**src/rtl/vga_sync_ctrl.sv**
```systemverilog
`default_nettype none
// ============================================================================
// Module : vga_sync_ctrl
// Brief  : VGA raster timing, coordinate/rgb pipeline and pattern selection.
//          Optional macro AUTO_CYCLE_EN adds timed pattern rotation.
// Rev    : 1.0  initial release
// ============================================================================
module vga_sync_ctrl #(
    parameter int   CLK_DIV  = 2,
    parameter int   H_ACT    = 640,
    parameter int   H_FP     = 16,
    parameter int   H_SYN    = 96,
    parameter int   H_BP     = 48,
    parameter int   V_ACT    = 480,
    parameter int   V_FP     = 10,
    parameter int   V_SYN    = 2,
    parameter int   V_BP     = 33,
    parameter logic SYNC_POL = 1'b0,
    parameter int   NUM_PAT  = 4
`ifdef AUTO_CYCLE_EN
    ,
    parameter int   FRAMES_PER_PAT = 120
`endif
) (
    input  logic       clk_i,
    input  logic       rst_i,
    input  logic       next_i,
    input  logic [2:0] rgb_i,
    output logic [8:0] row_o,
    output logic [9:0] column_o,
    output logic [1:0] pat_sel_o,
    output logic [2:0] rgb_o,
    output logic       hsync_o,
    output logic       vsync_o,
    output logic       frame_o
);
    localparam int               c_div_w    = (CLK_DIV > 1) ? $clog2(CLK_DIV) : 1;
    localparam logic [c_div_w-1:0] c_div_last = c_div_w'(CLK_DIV - 1);
    localparam logic [9:0]       c_h_act    = 10'(H_ACT);
    localparam logic [9:0]       c_v_act    = 10'(V_ACT);
    localparam logic [9:0]       c_h_last   = 10'(H_ACT + H_FP + H_SYN + H_BP - 1);
    localparam logic [9:0]       c_v_last   = 10'(V_ACT + V_FP + V_SYN + V_BP - 1);
    localparam logic [9:0]       c_hs_first = 10'(H_ACT + H_FP);
    localparam logic [9:0]       c_hs_last  = 10'(H_ACT + H_FP + H_SYN - 1);
    localparam logic [9:0]       c_vs_first = 10'(V_ACT + V_FP);
    localparam logic [9:0]       c_vs_last  = 10'(V_ACT + V_FP + V_SYN - 1);
    localparam logic [1:0]       c_pat_last = 2'(NUM_PAT - 1);

    logic [c_div_w-1:0] r_div;
    logic [9:0]         r_h_cnt;
    logic [9:0]         r_v_cnt;
    logic [9:0]         r_h_d;
    logic [9:0]         r_v_d;
    logic               r_act_d;
    logic [8:0]         r_row;
    logic [9:0]         r_col;
    logic [2:0]         r_rgb;
    logic               r_hsync;
    logic               r_vsync;
    logic               r_pending;
    logic [1:0]         r_pat;
    logic               r_frame;

    logic w_pix_en;
    logic w_h_wrap;
    logic w_frame_start;
    logic w_active;
    logic w_hs_on;
    logic w_vs_on;
    logic w_advance;

    assign w_pix_en      = (r_div == c_div_last);
    assign w_h_wrap      = (r_h_cnt == c_h_last);
    assign w_frame_start = w_pix_en && w_h_wrap && (r_v_cnt == c_v_last);
    assign w_active      = (r_h_cnt < c_h_act) && (r_v_cnt < c_v_act);
    assign w_hs_on       = (r_h_d >= c_hs_first) && (r_h_d <= c_hs_last);
    assign w_vs_on       = (r_v_d >= c_vs_first) && (r_v_d <= c_vs_last);

    // Stage 0 registers coordinates; stage 1 registers rgb and syncs from the
    // delayed counters so the pins stay aligned with the generator output.
    always_ff @(posedge clk_i or posedge rst_i) begin
        if (rst_i) begin
            r_div   <= '0;
            r_h_cnt <= '0;
            r_v_cnt <= '0;
            r_h_d   <= '0;
            r_v_d   <= '0;
            r_act_d <= 1'b0;
            r_row   <= '0;
            r_col   <= '0;
            r_rgb   <= '0;
            r_hsync <= ~SYNC_POL;
            r_vsync <= ~SYNC_POL;
        end else begin
            r_div <= w_pix_en ? '0 : r_div + 1'b1;
            if (w_pix_en) begin
                r_h_cnt <= w_h_wrap ? '0 : r_h_cnt + 10'd1;
                if (w_h_wrap) begin
                    r_v_cnt <= (r_v_cnt == c_v_last) ? '0 : r_v_cnt + 10'd1;
                end
                r_row   <= w_active ? r_v_cnt[8:0] : '0;
                r_col   <= w_active ? r_h_cnt : '0;
                r_act_d <= w_active;
                r_h_d   <= r_h_cnt;
                r_v_d   <= r_v_cnt;
                r_rgb   <= r_act_d ? rgb_i : 3'b000;
                r_hsync <= w_hs_on ? SYNC_POL : ~SYNC_POL;
                r_vsync <= w_vs_on ? SYNC_POL : ~SYNC_POL;
            end
        end
    end

`ifdef AUTO_CYCLE_EN
    localparam logic [6:0] c_fpp_last = 7'(FRAMES_PER_PAT - 1);
    logic [6:0] r_frame_cnt;

    // Any advance, manual or timed, restarts the per-pattern frame count.
    assign w_advance = r_pending || next_i || (r_frame_cnt == c_fpp_last);

    always_ff @(posedge clk_i or posedge rst_i) begin
        if (rst_i) begin
            r_frame_cnt <= '0;
        end else if (w_frame_start) begin
            r_frame_cnt <= w_advance ? '0 : r_frame_cnt + 7'd1;
        end
    end
`else
    assign w_advance = r_pending || next_i;
`endif

    // Requests are held until the frame boundary so the pattern never
    // switches mid-frame; a pulse on the boundary edge itself still counts.
    always_ff @(posedge clk_i or posedge rst_i) begin
        if (rst_i) begin
            r_pending <= 1'b0;
            r_pat     <= '0;
            r_frame   <= 1'b0;
        end else begin
            r_frame <= w_frame_start;
            if (w_frame_start) begin
                r_pending <= 1'b0;
                if (w_advance) begin
                    r_pat <= (r_pat == c_pat_last) ? '0 : r_pat + 2'd1;
                end
            end else if (next_i) begin
                r_pending <= 1'b1;
            end
        end
    end

    assign row_o     = r_row;
    assign column_o  = r_col;
    assign pat_sel_o = r_pat;
    assign rgb_o     = r_rgb;
    assign hsync_o   = r_hsync;
    assign vsync_o   = r_vsync;
    assign frame_o   = r_frame;

endmodule
`default_nettype wire
```
**config.mk**
```make
export PLATFORM = sky130hd
export DESIGN_NAME = vga_sync_ctrl
export DESIGN_NICKNAME = d
export VERILOG_FILES = /design/src/rtl/vga_sync_ctrl.sv
export SDC_FILE = /design/constraint.sdc
export NUM_CORES = 1
export LEC_CHECK = 0
export CAP_MARGIN = 20
export CORE_AREA = 5 5 85 87
export CTS_BUF_LIST = sky130_fd_sc_hd__clkbuf_8
export DETAILED_ROUTE_END_ITERATION = 6
export DIE_AREA = 0 0 90 92
export GPL_TIMING_DRIVEN = 0
export PLACE_DENSITY_LB_ADDON = 0.15
export SLEW_MARGIN = 20
export SYNTH_ARGS = -nofsm -noshare
export SYNTH_HDL_FRONTEND = slang
export SYNTH_SLANG_ARGS = --single-unit
```
**constraint.sdc**
```tcl
create_clock -name clk_i -period 1.8 [get_ports clk_i]
set_input_delay 0.27 -clock clk_i [delete_from_list [all_inputs] [get_ports clk_i]]
set_output_delay 0.27 -clock clk_i [all_outputs]
set_load 0.02 [all_outputs]
```
---- After elaboration in Yosys (flattened, before gate mapping) ----
Cells that the tools add are included.
storage, ports and cells
  flip-flop bits (word level) ............. 70
operators by class
  add/subtract/negate cells ............... 4
  $lt $le $gt $ge ......................... 6
  eq/ne operators ......................... 3
  multiplexer cells ....................... 11
  reductions and logical operators ........ 9
operators by type and width
  cell                                                                                  number
  10-bit 2-to-1 mux                                                                     3
  10-bit by 1-bit adder with 10-bit output, second input constant                       2
  10-bit equality test, second input constant                                           2
  10-bit greater-or-equal comparator, second input constant                             1
  10-bit by 9-bit greater-or-equal comparator with 1-bit output, second input constant  1
  10-bit less-or-equal comparator, second input constant                                1
  10-bit by 9-bit less-or-equal comparator with 1-bit output, second input constant     1
  10-bit less-than comparator, second input constant                                    1
  10-bit by 9-bit less-than comparator with 1-bit output, second input constant         1
  9-bit 2-to-1 mux                                                                      1
  1-bit logical AND                                                                     5
  1-bit 2-to-1 mux                                                                      5
  2-bit AND reduction                                                                   2
  3-bit 2-to-1 mux                                                                      1
  2-bit by 1-bit adder with 2-bit output, second input constant                         1
  2-bit equality test, second input constant                                            1
  2-bit 2-to-1 mux                                                                      1
  2-bit nonzero test                                                                    1
  1-bit adder, second input constant                                                    1
  1-bit logical OR                                                                      1

---- Depth between registers and ports, before layout ----
Gate-level depths: netlist of the first run.
  depth in word-level cells ............... 4
  mapped depth ............................ 6
  depth with buffers taken out ............ 6

---- Worst setup path after synthesis of the first run ----
Ideal clock, no wire load.
  path type ............................... register -> register
  start point ............................. register r_h_cnt[0]
  end point ............................... register r_pat[0], in the netlist pat_sel_o[0]
  setup time .............................. 0.128 ns
  data arrival time ....................... 1.876 ns
  required time ........................... 1.672 ns
  path slack .............................. -0.204 ns
  cell stages (with the launch flop) ...... 7
  path through ............................ dfrtp_1 ha_1 nand4_2 or4_1 buf_2 nor3_4 mux2_1
on the way
  cells in the longest elaborated chain, start to end .. 4
ends and longest elaborated chain
  element                               RTL line  RTL
  from (decl)                           50        logic [9:0] r_h_cnt;
  from (signal assigned)                97        r_h_cnt <= w_h_wrap ? '0 : r_h_cnt + 10'd1;
  10-bit equality test                  73        assign w_h_wrap = (r_h_cnt == c_h_last);
  1-bit logical AND (2 in series)       74        assign w_frame_start = w_pix_en && w_h_wrap && (r_v_cnt == c_v_last);
  2-bit AND reduction (no source line)  --
  to (signal assigned)                  143       r_pat <= (r_pat == c_pat_last) ? '0 : r_pat + 2'd1;
  to (decl)                             61        logic [1:0] r_pat;
No other way between the ends.
A chain may end at the register's enable or synchronous reset.

---- Worst setup path in the final report of the first run ----
  start point ............................. register r_h_cnt[1]
  end point ............................... register r_pat[1], in the netlist pat_sel_o[1]
Same word-level chain as after synthesis.

==> results of run 1 <==
-- cell type report --
cell class	instances	area (sq um)
Fill cell	526	2650
Buffer	11	42.5
Multi-Input combinational cell	161	1080
Timing Repair Buffer	50	472
Sequential cell	65	1630
Clock inverter	7	78.8
Clock buffer	9	124
Inverter	26	101
Tap cell	77	96.3
-- power by group through the flow --
stage          Clock [mW]  Sequential, mW  Combinational, mW
6_report             1.30            1.46             0.0605
5_1_grt              1.37            1.46             0.0693
4_1_cts              1.30            1.46             0.0636
3_5_place_dp            0            1.49             0.0633
3_3_place_gp            0            1.49             0.0573
2_1_floorplan           0            1.50             0.0255
-- repair_timing --
action                     in CTS  in global routing
buffers inserted               11                  6
gates resized for setup        10                  7
pin swaps                       4                  3
setup endpoints to repair      13                 10
-- logic make-up after synthesis --
logic type	after synthesis	synth area share
buffers and inverters	38	0.0516
xor gates and xnor gates	7	0.0220
and+or+nand+nor	82	0.161
DFF	65	0.584
muxes	4	0.0157
AOI/OAI and AO/OA	64	0.148
adders and majority gates	4	0.0179
-- synthesized netlist by cell type, drive strengths merged, types with 2 or more instances --
| cell | n | area (sq um) |
|---|---|---|
| ha | 4 | 50.1 |
| a31oi | 3 | 18.8 |
| nand2b | 2 | 12.5 |
| and3 | 4 | 25.0 |
| nand2 | 31 | 116 |
| o31ai | 2 | 15.0 |
| xor2 | 3 | 26.3 |
| nor2 | 7 | 26.3 |
| mux2 | 3 | 33.8 |
| xnor2 | 4 | 35.0 |
| nand4 | 7 | 50.1 |
| dfrtp | 63 | 1580 |
| clkbuf | 11 | 41.3 |
| nand3 | 10 | 50.1 |
| a21oi | 5 | 25.0 |
| or3 | 2 | 12.5 |
| nor4 | 4 | 31.3 |
| inv | 26 | 97.6 |
| dfstp | 2 | 52.6 |
| o2bb2ai | 20 | 175 |
| nor3 | 11 | 71.3 |
| o21ai | 30 | 150 |
| o22ai | 2 | 12.5 |
-- layout by cell type (no fill, tap or decap), drive strengths merged, types with 2 or more instances in the layout --
master	netlist	final
xor2	3	3
nor4	4	4
nor3	11	11
nor2	7	7
clkdlybuf4s50	0	32
buf	1	18
a31oi	3	3
o22ai	2	2
clkinv	0	4
o31ai	2	2
nand4	7	7
and3	4	4
o21ai	30	30
inv	26	27
nand2b	2	2
or3	2	2
nand3	10	10
dfrtp	63	63
clkbuf	11	20
xnor2	4	4
a21oi	5	5
mux2	3	3
ha	4	4
o2bb2ai	20	20
dfstp	2	2
nand2	31	31
-- path summary, 6_finish.rpt --
path / endpoint / slack (ns) / cells past startpoint
worst min register to register: row_o[7]$_DFFE_PP0P_ / 0.49 / 1
worst max-delay path: pat_sel_o[1]$_DFFE_PP0P_ / -0.05 / 5
max in group asynchronous: hsync_o$_DFFE_PP1P_ / 0.76 / 3
worst min-delay path: r_h_d[6]$_DFFE_PP0P_ / 0.38 / 2
worst max register to register: pat_sel_o[1]$_DFFE_PP0P_ / -0.05 / 5
min in group clk_i: rgb_o[0]$_DFFE_PP0P_ / 0.49 / 3
-- routing by layer --
layer,part of all wire,wire length (um)
met1,0.46,3050
met2,0.48,3220
met3,0.039,262
met4,0.019,124
met5,0,0
-- flip-flops by register name, indices dropped and copies added, names as in the netlist --
register,count
pat_sel_o,2
rgb_o,3
r_pending,1
frame_o,1
column_o,10
row_o,9
r_h_cnt,10
r_v_cnt,10
vsync_o,1
hsync_o,1
r_div,1
r_act_d,1
r_v_d,9
r_h_d,6
==> impl_metrics.csv, run 1 <==
group,metric,value,unit
status,status,"finished, violations left",
status,failed_checks,"negative setup slack",
synthesis,synth_cells,264,
job,drv_cap,0,
floorplanning,start_util,0.444,
setup_path,r2r-start,"r_h_cnt[1]$_DFFE_PP0P_",
global_routing,grt.busiest_layer,"met2",
pwr,cell_internal_pwr,2.14,mW
placement,hpwl,4170,um
clock_tree,cts_tree,"done",
sta,max_slew_margin,0.519,
setup_path,cp-end-kind,"flip-flop",
synthesis,yosysWarningCount,0,
floorplanning,die_area,0.00828,sq mm
route,routed-via-count,2199,
placement,placed_cell_area,0.00326,sq mm
setup_path,startpoint,"r_h_cnt[1]$_DFFE_PP0P_",
synthesis,ys_types,37,
pwr,power.switching,0.682,mW
setup_path,path_buf_inv,0,
sta,finalCritPeriodShare,1.03,
global_routing,grt_first_pass_wirelength,11300,um
global_routing,grt_pass1_vias,2220,
sta,tightest_slew,0.721,ns
global_routing,grtUsageMet3,0.0368,
sta,slew_violations,0,
synthesis,synthesis.nets,274,
setup_path,cpMaxStageDelayCell,"or4_4",
synthesis,syn_area,0.00279,sq mm
cells_and_area,num_antenna_cells,0,
pwr,power,2.82,mW
placement,port_buffers,32,
clock_tree,clock-sinks,65,
synthesis,async_flop_share,1.00,
synthesis,ys_ff_latch,65,
pwr,irDropWorstVdd,0.530,mV
cells_and_area,fin_area,0.00363,sq mm
route,drt_first_pass_iters,4,
pwr,p_seq_frac,0.519,
hold_path,hp-class,"input pin to asynchronous set/reset pin",
clock_tree,htree_levels,3,
setup_path,cp_slowest_stage_delay,0.55,ns
pwr,sw_frac_of_total,0.242,
setup_path,path_max_fanout,4,
global_routing,grt_start_max_net_pins,35,
sta,clock_skew,0.0115,ns
clock_tree,clk_latency,0.36,ns
floorplanning,placementRows,29,
setup_path,required,2.03,ns
setup_path,cp.arrival,2.08,ns
clock_tree,holdBufCountCts,0,
cells_and_area,finish.utilization,0.578,
setup_path,crit_path_start_kind,"flip-flop",
pwr,p_leak,1.51,nW
sta,setup_slack,-0.0455,ns
floorplanning,die_w,90,um
sta,post-route-min-period,1.85,ns
floorplanning,pin_count,33,
cells_and_area,stdcell_count,406,
route,viasPerCell,5.42,
setup_path,cpLargestDelayFamily,"simple AND/OR/NAND/NOR gates",
pwr,p_per_area,777,mW/mm^2
clock_tree,cts_root_buf,"clkbuf_8",
synthesis,synth_edf_count,0,
sta,setup_viol,2,
sta,rsz0062_at_grt,"true",
global_routing,use_met2,0.272,
global_routing,grt_usage,0.172,
synthesis,ys.flop_type,"dfrtp_1",
cells_and_area,layout.nets,334,
route,drc,0,
synthesis,ys_seq_area_frac,0.584,
route,wire_per_inst,16.4,um
placement,place_congestion,0.780,
pwr,p_comb_frac,0.021,
placement,dp_slack,-0.290,ns
clock_tree,clk_pin_slew,0.08,ns
route,detail_route.wirelength,6660,um
placement,dp_cells,374,
global_routing,grt_util_met1,0.226,
route,first_iter_violations,108,
floorplanning,core_area,0.00628,sq mm
sta,setup_tns,-0.0855,ns
global_routing,antenna_found_initial,0,
sta,hold_viol,0,
sta,whs,0.379,ns
pwr,clockPowerShare,0.459,
synthesis,avgSynthCellArea,10.6,sq um
cells_and_area,drive_gt1_frac,0.164,
route,antenna_left,0,
global_routing,grt_overflow,0,
clock_tree,cts-buffers-inserted,9,
setup_path,critical_path_class,"flip-flop to flip-flop",
floorplanning,fp.dieH,92,um
cells_and_area,area_growth,30.1,%
clock_tree,cts.path.max_buffers,2,
sta,fmax,542,MHz
setup_path,path_cells,"ha_4, nand4_4, or4_4, nor3_4, mux2_4",
(Power assumes the default switching activity.)
==> run 2, diff against run 1 <==
--- a/config.mk
+++ b/config.mk
@@ -5,11 +5,12 @@
 export SDC_FILE = /design/constraint.sdc
 export NUM_CORES = 1
 export LEC_CHECK = 0
+export ABC_AREA = 1
 export CAP_MARGIN = 20
-export CORE_AREA = 5 5 85 87
+export CORE_AREA = 5 5 87 89
 export CTS_BUF_LIST = sky130_fd_sc_hd__clkbuf_8
 export DETAILED_ROUTE_END_ITERATION = 6
-export DIE_AREA = 0 0 90 92
+export DIE_AREA = 0 0 92 94
 export GPL_TIMING_DRIVEN = 0
 export PLACE_DENSITY_LB_ADDON = 0.15
 export SLEW_MARGIN = 20
==> run 2 against run 1 <==
The flow now finishes without violations. Final area increased by 0.41%. First-iteration DRC count increased by 13%. Clock-buffer cell count increased by 1. Clock skew decreased by 0.0018 ns. Sequential share of layout area decreased by 0.25 points. Core utilization decreased by 3.3 points. Largest power group is now clock.
==> impl_metrics.csv, run 2 <==
group,metric,value,unit
synthesis,async_flop_share,1.00,
synthesis,syn_area,0.00290,sq mm
setup_path,required,1.53,ns
clock_tree,cts_setup_buffers,0,
route,routed-via-count,2308,
sta,hold_viol,0,
placement,hpwl,4540,um
synthesis,yosys.area_share.xor_xnor,0.0272,
global_routing,grt_first_pass_wirelength,10800,um
setup_path,rr_endpoint,"r_v_cnt[6]$_DFFE_PP0N_",
setup_path,path_buf_inv,1,
synthesis,synthTopCellsByCount,"nand2_1 (97), dfrtp_1 (63), o21ai_0 (42)",
route,antenna_left,0,
cells_and_area,layout.nets,389,
placement,port_buffers,32,
cells_and_area,drive_gt1_frac,0.0990,
clock_tree,cts_resized,0,
setup_path,cp_slowest_stage_delay,0.60,ns
setup_path,reg2reg_depth,8,
route,drt_first_pass_iters,4,
synthesis,synth_fa_ha_area_frac,0.0172,
clock_tree,cts_tree,"done",
synthesis,synth_edf_count,0,
clock_tree,cts-buffers-inserted,9,
hold_path,hp-class,"input pin to asynchronous set/reset pin",
synthesis,ys_ff_latch,65,
placement,dp_slack,0.233,ns
synthesis,synth_top_area_frac,0.543,
synthesis,yosysMostFrequentCell,"nand2_1",
clock_tree,cts_root_buf,"clkbuf_8",
synthesis,avgSynthCellArea,8.69,sq um
clock_tree,holdBufCountCts,0,
synthesis,synthSimpleGateAreaFrac,0.247,
cells_and_area,mostFrequentLayoutCells,"nand2_1 (97), dfrtp_1 (63), o21ai_0 (42), clkdlybuf4s50_1 (32), inv_1 (30)",
setup_path,cp.arrival,1.46,ns
floorplanning,pin_count,33,
route,first_iter_violations,122,
sta,fmax,579,MHz
global_routing,grt_usage,0.159,
cells_and_area,area_growth,25.5,%
floorplanning,placementRows,30,
setup_path,reg2reg_setup_slack,0.21,ns
setup_path,path_cells,"clkdlybuf4s50_1",
synthesis,ys.flop_type,"dfrtp_1",
pwr,p_leak,1.67,nW
sta,max_slew_margin,0.651,
synthesis,yosys.area.top_type,"dfrtp_1",
setup_path,crit_path_start_kind,"flip-flop",
global_routing,grt_start_max_net_pins,31,
sta,setup_viol,0,
setup_path,cpMaxStageDelayCell,"clkdlybuf4s50_1",
global_routing,antenna_found_initial,0,
route,drc,0,
setup_path,r2r-start,"r_h_cnt[0]$_DFFE_PP0P_",
pwr,p_per_area,879,mW/mm^2
synthesis,synth_compound_area_frac,0.0793,
setup_path,cp-end-kind,"primary output",
sta,setup_slack,0.0730,ns
sta,slew_violations,0,
clock_tree,clk_latency,0.33,ns
sta,tightest_slew,0.523,ns
synthesis,ys_types,28,
floorplanning,die_area,0.00865,sq mm
route,detail_route.wirelength,6240,um
clock_tree,clock-sinks,65,
placement,place_congestion,0.810,
global_routing,grt_overflow,0,
floorplanning,start_util,0.434,
setup_path,path_max_fanout,2,
placement,dp_cells,448,
route,viasPerCell,4.97,
floorplanning,fp.dieH,94,um
clock_tree,clk_pin_slew,0.07,ns
cells_and_area,finish.utilization,0.545,
setup_path,cpLargestDelayFamily,"buffers and inverters",
status,status,"finished clean",
cells_and_area,num_antenna_cells,0,
synthesis,yosysWarningCount,0,
clock_tree,cts.path.max_buffers,2,
floorplanning,core_area,0.00668,sq mm
pwr,irDropWorstVdd,0.365,mV
sta,finalCritPeriodShare,0.959,
pwr,power,3.20,mW
sta,clock_skew,0.00973,ns
sta,rsz0062_at_grt,"false",
floorplanning,die_w,92,um
clock_tree,htree_levels,3,
job,drv_cap,0,
synthesis,synthMuxAreaShare,0,
sta,post-route-min-period,1.73,ns
setup_path,critical_path_class,"flip-flop to primary output",
global_routing,grt_pass1_vias,2233,
route,wire_per_inst,13.4,um
synthesis,synthTopCellsByArea,"dfrtp_1 (54%), nand2_1 (13%), o21ai_0 (7.2%)",
cells_and_area,mostFrequentLayoutCell,"nand2_1",
synthesis,synthesis.nets,344,
cells_and_area,fillers,608,
synthesis,ys_seq_area_frac,0.561,
cells_and_area,stdcell_count,464,
synthesis,synth_cells,334,
synthesis,synth_top_family_by_area,"simple AND/OR/NAND/NOR gates",
run 2: cell count changes in the layout (fill, tap and decap cells not counted), sizes merged, moves of 4 or more:
cell / before / now
nor2: 7 / 23
nand2: 31 / 97
o21ai: 30 / 42
o2bb2ai: 20 / 0
nor3: 11 / 5
inv: 27 / 32
xor2: 3 / 8
nand4: 7 / 11
buf: 18 / 10
nand3: 10 / 20
run 2: worst max-delay path by stage:
stage	from	to	slack [ns]	cells after the start
global placement	rst_i	frame_o$_DFF_PP0_	-0.04	2
global route	vsync_o$_DFFE_PP1P_	vsync_o	0.02	1
detailed placement	r_h_cnt[0]$_DFFE_PP0P_	pat_sel_o[0]$_DFFE_PP0P_	0.23	8
CTS	hsync_o$_DFFE_PP1P_	hsync_o	0.05	1
finish	hsync_o$_DFFE_PP1P_	hsync_o	0.07	1
floorplan	r_h_cnt[0]$_DFFE_PP0P_	pat_sel_o[0]$_DFFE_PP0P_	0.43	8
run 2: area by class of cell:
type / count / area, sq um / share of cell area
clock inverters: 6 / 138 / 0.0378
flip-flops and latches: 65 / 1630 / 0.447
inverters: 32 / 124 / 0.0340
plain buffers: 15 / 77.6 / 0.0213
clock buffers: 10 / 138 / 0.0378
repair buffers: 34 / 360 / 0.0989
well taps: 80 / 100 / 0.0275
multi-input cells: 222 / 1080 / 0.295
run 2: stage by stage:
stage | hold WS (ns) | setup TNS [ns] | cell area [sq um]
after global placement | 0.459 | -2.14 | 3330
after detailed placement | 0.459 | 0 | 3370
final | 0.253 | 0 | 3640
after global routing | 0.275 | 0 | 3640
after floorplan | 0.407 | 0 | 2910
after CTS | 0.251 | 0 | 3640
run 2: cell families (layout without fill, tap and decap cells):
logic type	after synthesis	count (layout)
compound gates	46	46
xor+xnor	9	9
fa+ha+maj	4	4
buf+inv	47	97
flops	65	65
simple gates	163	163
run 2: routing by layer:
layer | up-vias | GRT usage | part of all wire
li1 | 1170 | - | -
met1 | 1083 | 0.222 | 0.50
met2 | 49 | 0.241 | 0.44
met3 | 6 | 0.0329 | 0.042
met4 | 0 | 0.0668 | 0.013
met5 | - | 0 | 0
run 2: report_power, final:
group | total [mW] | internal (mW) | switching, mW
sequential | 1.46 | 1.46 | 0.00175
combinational | 0.0643 | 0.0260 | 0.0383
clock | 1.67 | 1.11 | 0.565
total | 3.20 | 2.59 | 0.605
==> run 3, diff against run 2 <==
--- a/config.mk
+++ b/config.mk
@@ -6,7 +6,7 @@
 export NUM_CORES = 1
 export LEC_CHECK = 0
 export ABC_AREA = 1
-export CAP_MARGIN = 20
+export ABC_CLOCK_PERIOD_IN_PS = 1800
 export CORE_AREA = 5 5 87 89
 export CTS_BUF_LIST = sky130_fd_sc_hd__clkbuf_8
 export DETAILED_ROUTE_END_ITERATION = 6
==> run 3 against run 2 <==
Via count is 0.56% lower. Combinational power hardly changed. Worst hold slack got worse by 0.0084 ns. Register-to-register slack about the same. Wire length shrank 0.18%. Core utilization decreased by 1.2 points. Highest routed layer unchanged. Largest power group is now sequential cells. Critical path type unchanged. First-iteration DRC count increased by 12%. Clock-buffer cell count unchanged.
==> impl_metrics.csv, run 3 (synthesis results as in run 2) <==
group,metric,value,unit
status,status,"finished clean",
setup_path,path_buf_inv,1,
setup_path,crit_path_start_kind,"flip-flop",
cells_and_area,fin_area,0.00356,sq mm
sta,rsz0062_at_grt,"false",
setup_path,endpoint,"vsync_o",
setup_path,path_cells,"clkdlybuf4s50_1",
clock_tree,clk_pin_slew,0.07,ns
cells_and_area,layout.nets,389,
clock_tree,htree_levels,3,
cells_and_area,finish.utilization,0.533,
global_routing,grt_overflow,0,
pwr,p_per_area,771,mW/mm^2
sta,clock_skew,0.00627,ns
route,viasPerCell,4.95,
global_routing,grt_pass1_vias,2207,
floorplanning,fp.dieH,94,um
sta,fmax,578,MHz
clock_tree,clk_latency,0.34,ns
sta,setup_viol,0,
hold_path,hp-class,"input pin to asynchronous set/reset pin",
clock_tree,cts_resized,0,
sta,setup_tns,0,ns
global_routing,grt_first_pass_wirelength,10800,um
route,drt_first_pass_iters,4,
placement,hpwl,4550,um
setup_path,cp_slowest_stage_delay,0.59,ns
setup_path,path_max_fanout,2,
sta,post-route-min-period,1.73,ns
route,first_iter_violations,137,
cells_and_area,drive_gt1_frac,0.0964,
route,antenna_left,0,
clock_tree,cts-buffers-inserted,9,
floorplanning,start_util,0.434,
setup_path,cp-end-kind,"primary output",
global_routing,grt_start_max_net_pins,31,
clock_tree,clock-sinks,65,
route,drc,0,
cells_and_area,multiInputGateArea,0.00108,sq mm
cells_and_area,num_antenna_cells,0,
placement,placed_cell_area,0.00337,sq mm
sta,max_slew_margin,0.654,
setup_path,reg2reg_depth,8,
route,detail_route.wirelength,6230,um
setup_path,cpMaxStageDelayCell,"clkdlybuf4s50_1",
setup_path,critical_path_class,"flip-flop to primary output",
sta,tightest_slew,0.519,ns
setup_path,rr_endpoint,"r_v_cnt[6]$_DFFE_PP0N_",
pwr,irDropWorstVdd,0.316,mV
clock_tree,cts.path.max_buffers,2,
clock_tree,cts_setup_buffers,0,
sta,hold_viol,0,
sta,finalCritPeriodShare,0.961,
pwr,p_leak,1.63,nW
placement,place_congestion,0.810,
floorplanning,placementRows,30,
setup_path,reg2reg_setup_slack,0.21,ns
sta,slew_violations,0,
setup_path,required,1.53,ns
route,routed-via-count,2295,
setup_path,cp.arrival,1.46,ns
placement,port_buffers,32,
floorplanning,die_w,92,um
setup_path,cpLargestDelayFamily,"buffers and inverters",
cells_and_area,mostFrequentLayoutCell,"nand2_1",
global_routing,antenna_found_initial,0,
clock_tree,holdBufCountCts,0,
clock_tree,cts_root_buf,"clkbuf_8",
route,wire_per_inst,13.4,um
setup_path,worst-path-stages,1,
floorplanning,die_area,0.00865,sq mm
job,drv_cap,0,
setup_path,startpoint,"vsync_o$_DFFE_PP1P_",
cells_and_area,fillers,627,
floorplanning,core_area,0.00668,sq mm
clock_tree,cts_tree,"done",
setup_path,r2r-start,"r_h_cnt[0]$_DFFE_PP0P_",
floorplanning,pin_count,33,
cells_and_area,mostFrequentLayoutCells,"nand2_1 (97), dfrtp_1 (63), o21ai_0 (42), clkdlybuf4s50_1 (32), inv_1 (31)",
global_routing,grt_usage,0.161,
cells_and_area,area_growth,22.8,%
cells_and_area,ff_latch_area,0.00163,sq mm
==> run 3: cell count changes in the layout (fill, tap and decap cells not counted) <==
cell / delta
clkinvlp_4: +2
bufinv_16: -3
inv_6: -1
clkinv_4: -1
inv_1: +1
clkinv_2: +2
==> run 3: power by group <==
| group | internal, mW | switching [mW] | total [mW] |
|---|---|---|---|
| Sequential | 1.46 | 0.00179 | 1.47 |
| Clock | 0.667 | 0.551 | 1.22 |
| Combinational | 0.0260 | 0.0385 | 0.0645 |
==> run 3: layout make-up <==
class	count	area share
multi-input cells	222	0.302
clock inverters	6	0.0165
inverters	32	0.0348
clock buffers	10	0.0386
repair buffers	34	0.101
plain buffers	15	0.0218
flip-flops and latches	65	0.457
well taps	80	0.0281
==> run 3: per-stage QoR <==
stage                     setup slack [ns]  cells  hold slack, ns  total power, mW
final                               0.0705    464           0.244             2.75
after global routing                0.0178    464           0.261             2.86
after CTS                           0.0453    464           0.243             2.79
after detailed placement             0.229    448           0.460             1.56
after global placement             -0.0373    446           0.459             1.55
after floorplan                      0.433    334           0.407             1.52
==> run 3: how the worst min path moves through the flow <==
stage	slack, ns	endpoint	depth (start not counted)	from
final	0.24	row_o[7]$_DFFE_PP0P_	2	rst_i
after global routing	0.26	row_o[7]$_DFFE_PP0P_	2	rst_i
after CTS	0.24	row_o[7]$_DFFE_PP0P_	2	rst_i
after detailed placement	0.46	r_v_d[3]$_DFFE_PP0P_	2	r_v_d[3]$_DFFE_PP0P_
after global placement	0.46	r_v_d[3]$_DFFE_PP0P_	2	r_v_d[3]$_DFFE_PP0P_
after floorplan	0.41	column_o[0]$_DFFE_PP0P_	1	rst_i
==> run 3: worst reg2reg max path: stages, from the launching register on <==
cell and delay, ns:
dfrtp_1 0.44, ha_1 0.20, nand2_1 0.13, nor2_4 0.13, nand3_2 0.14, nor2_2 0.16
buf_6 0.15, nand3_1 0.06, o21ai_0 0.09
==> run 3: layer usage <==
| metal | vias to the layer above | track usage | share of wire |
|---|---|---|---|
| li1 | 1165 | - | - |
| met1 | 1086 | 0.224 | 0.51 |
| met2 | 37 | 0.238 | 0.44 |
| met3 | 7 | 0.0481 | 0.040 |
| met4 | 0 | 0.0557 | 0.0095 |
| met5 | - | 0 | 0 |
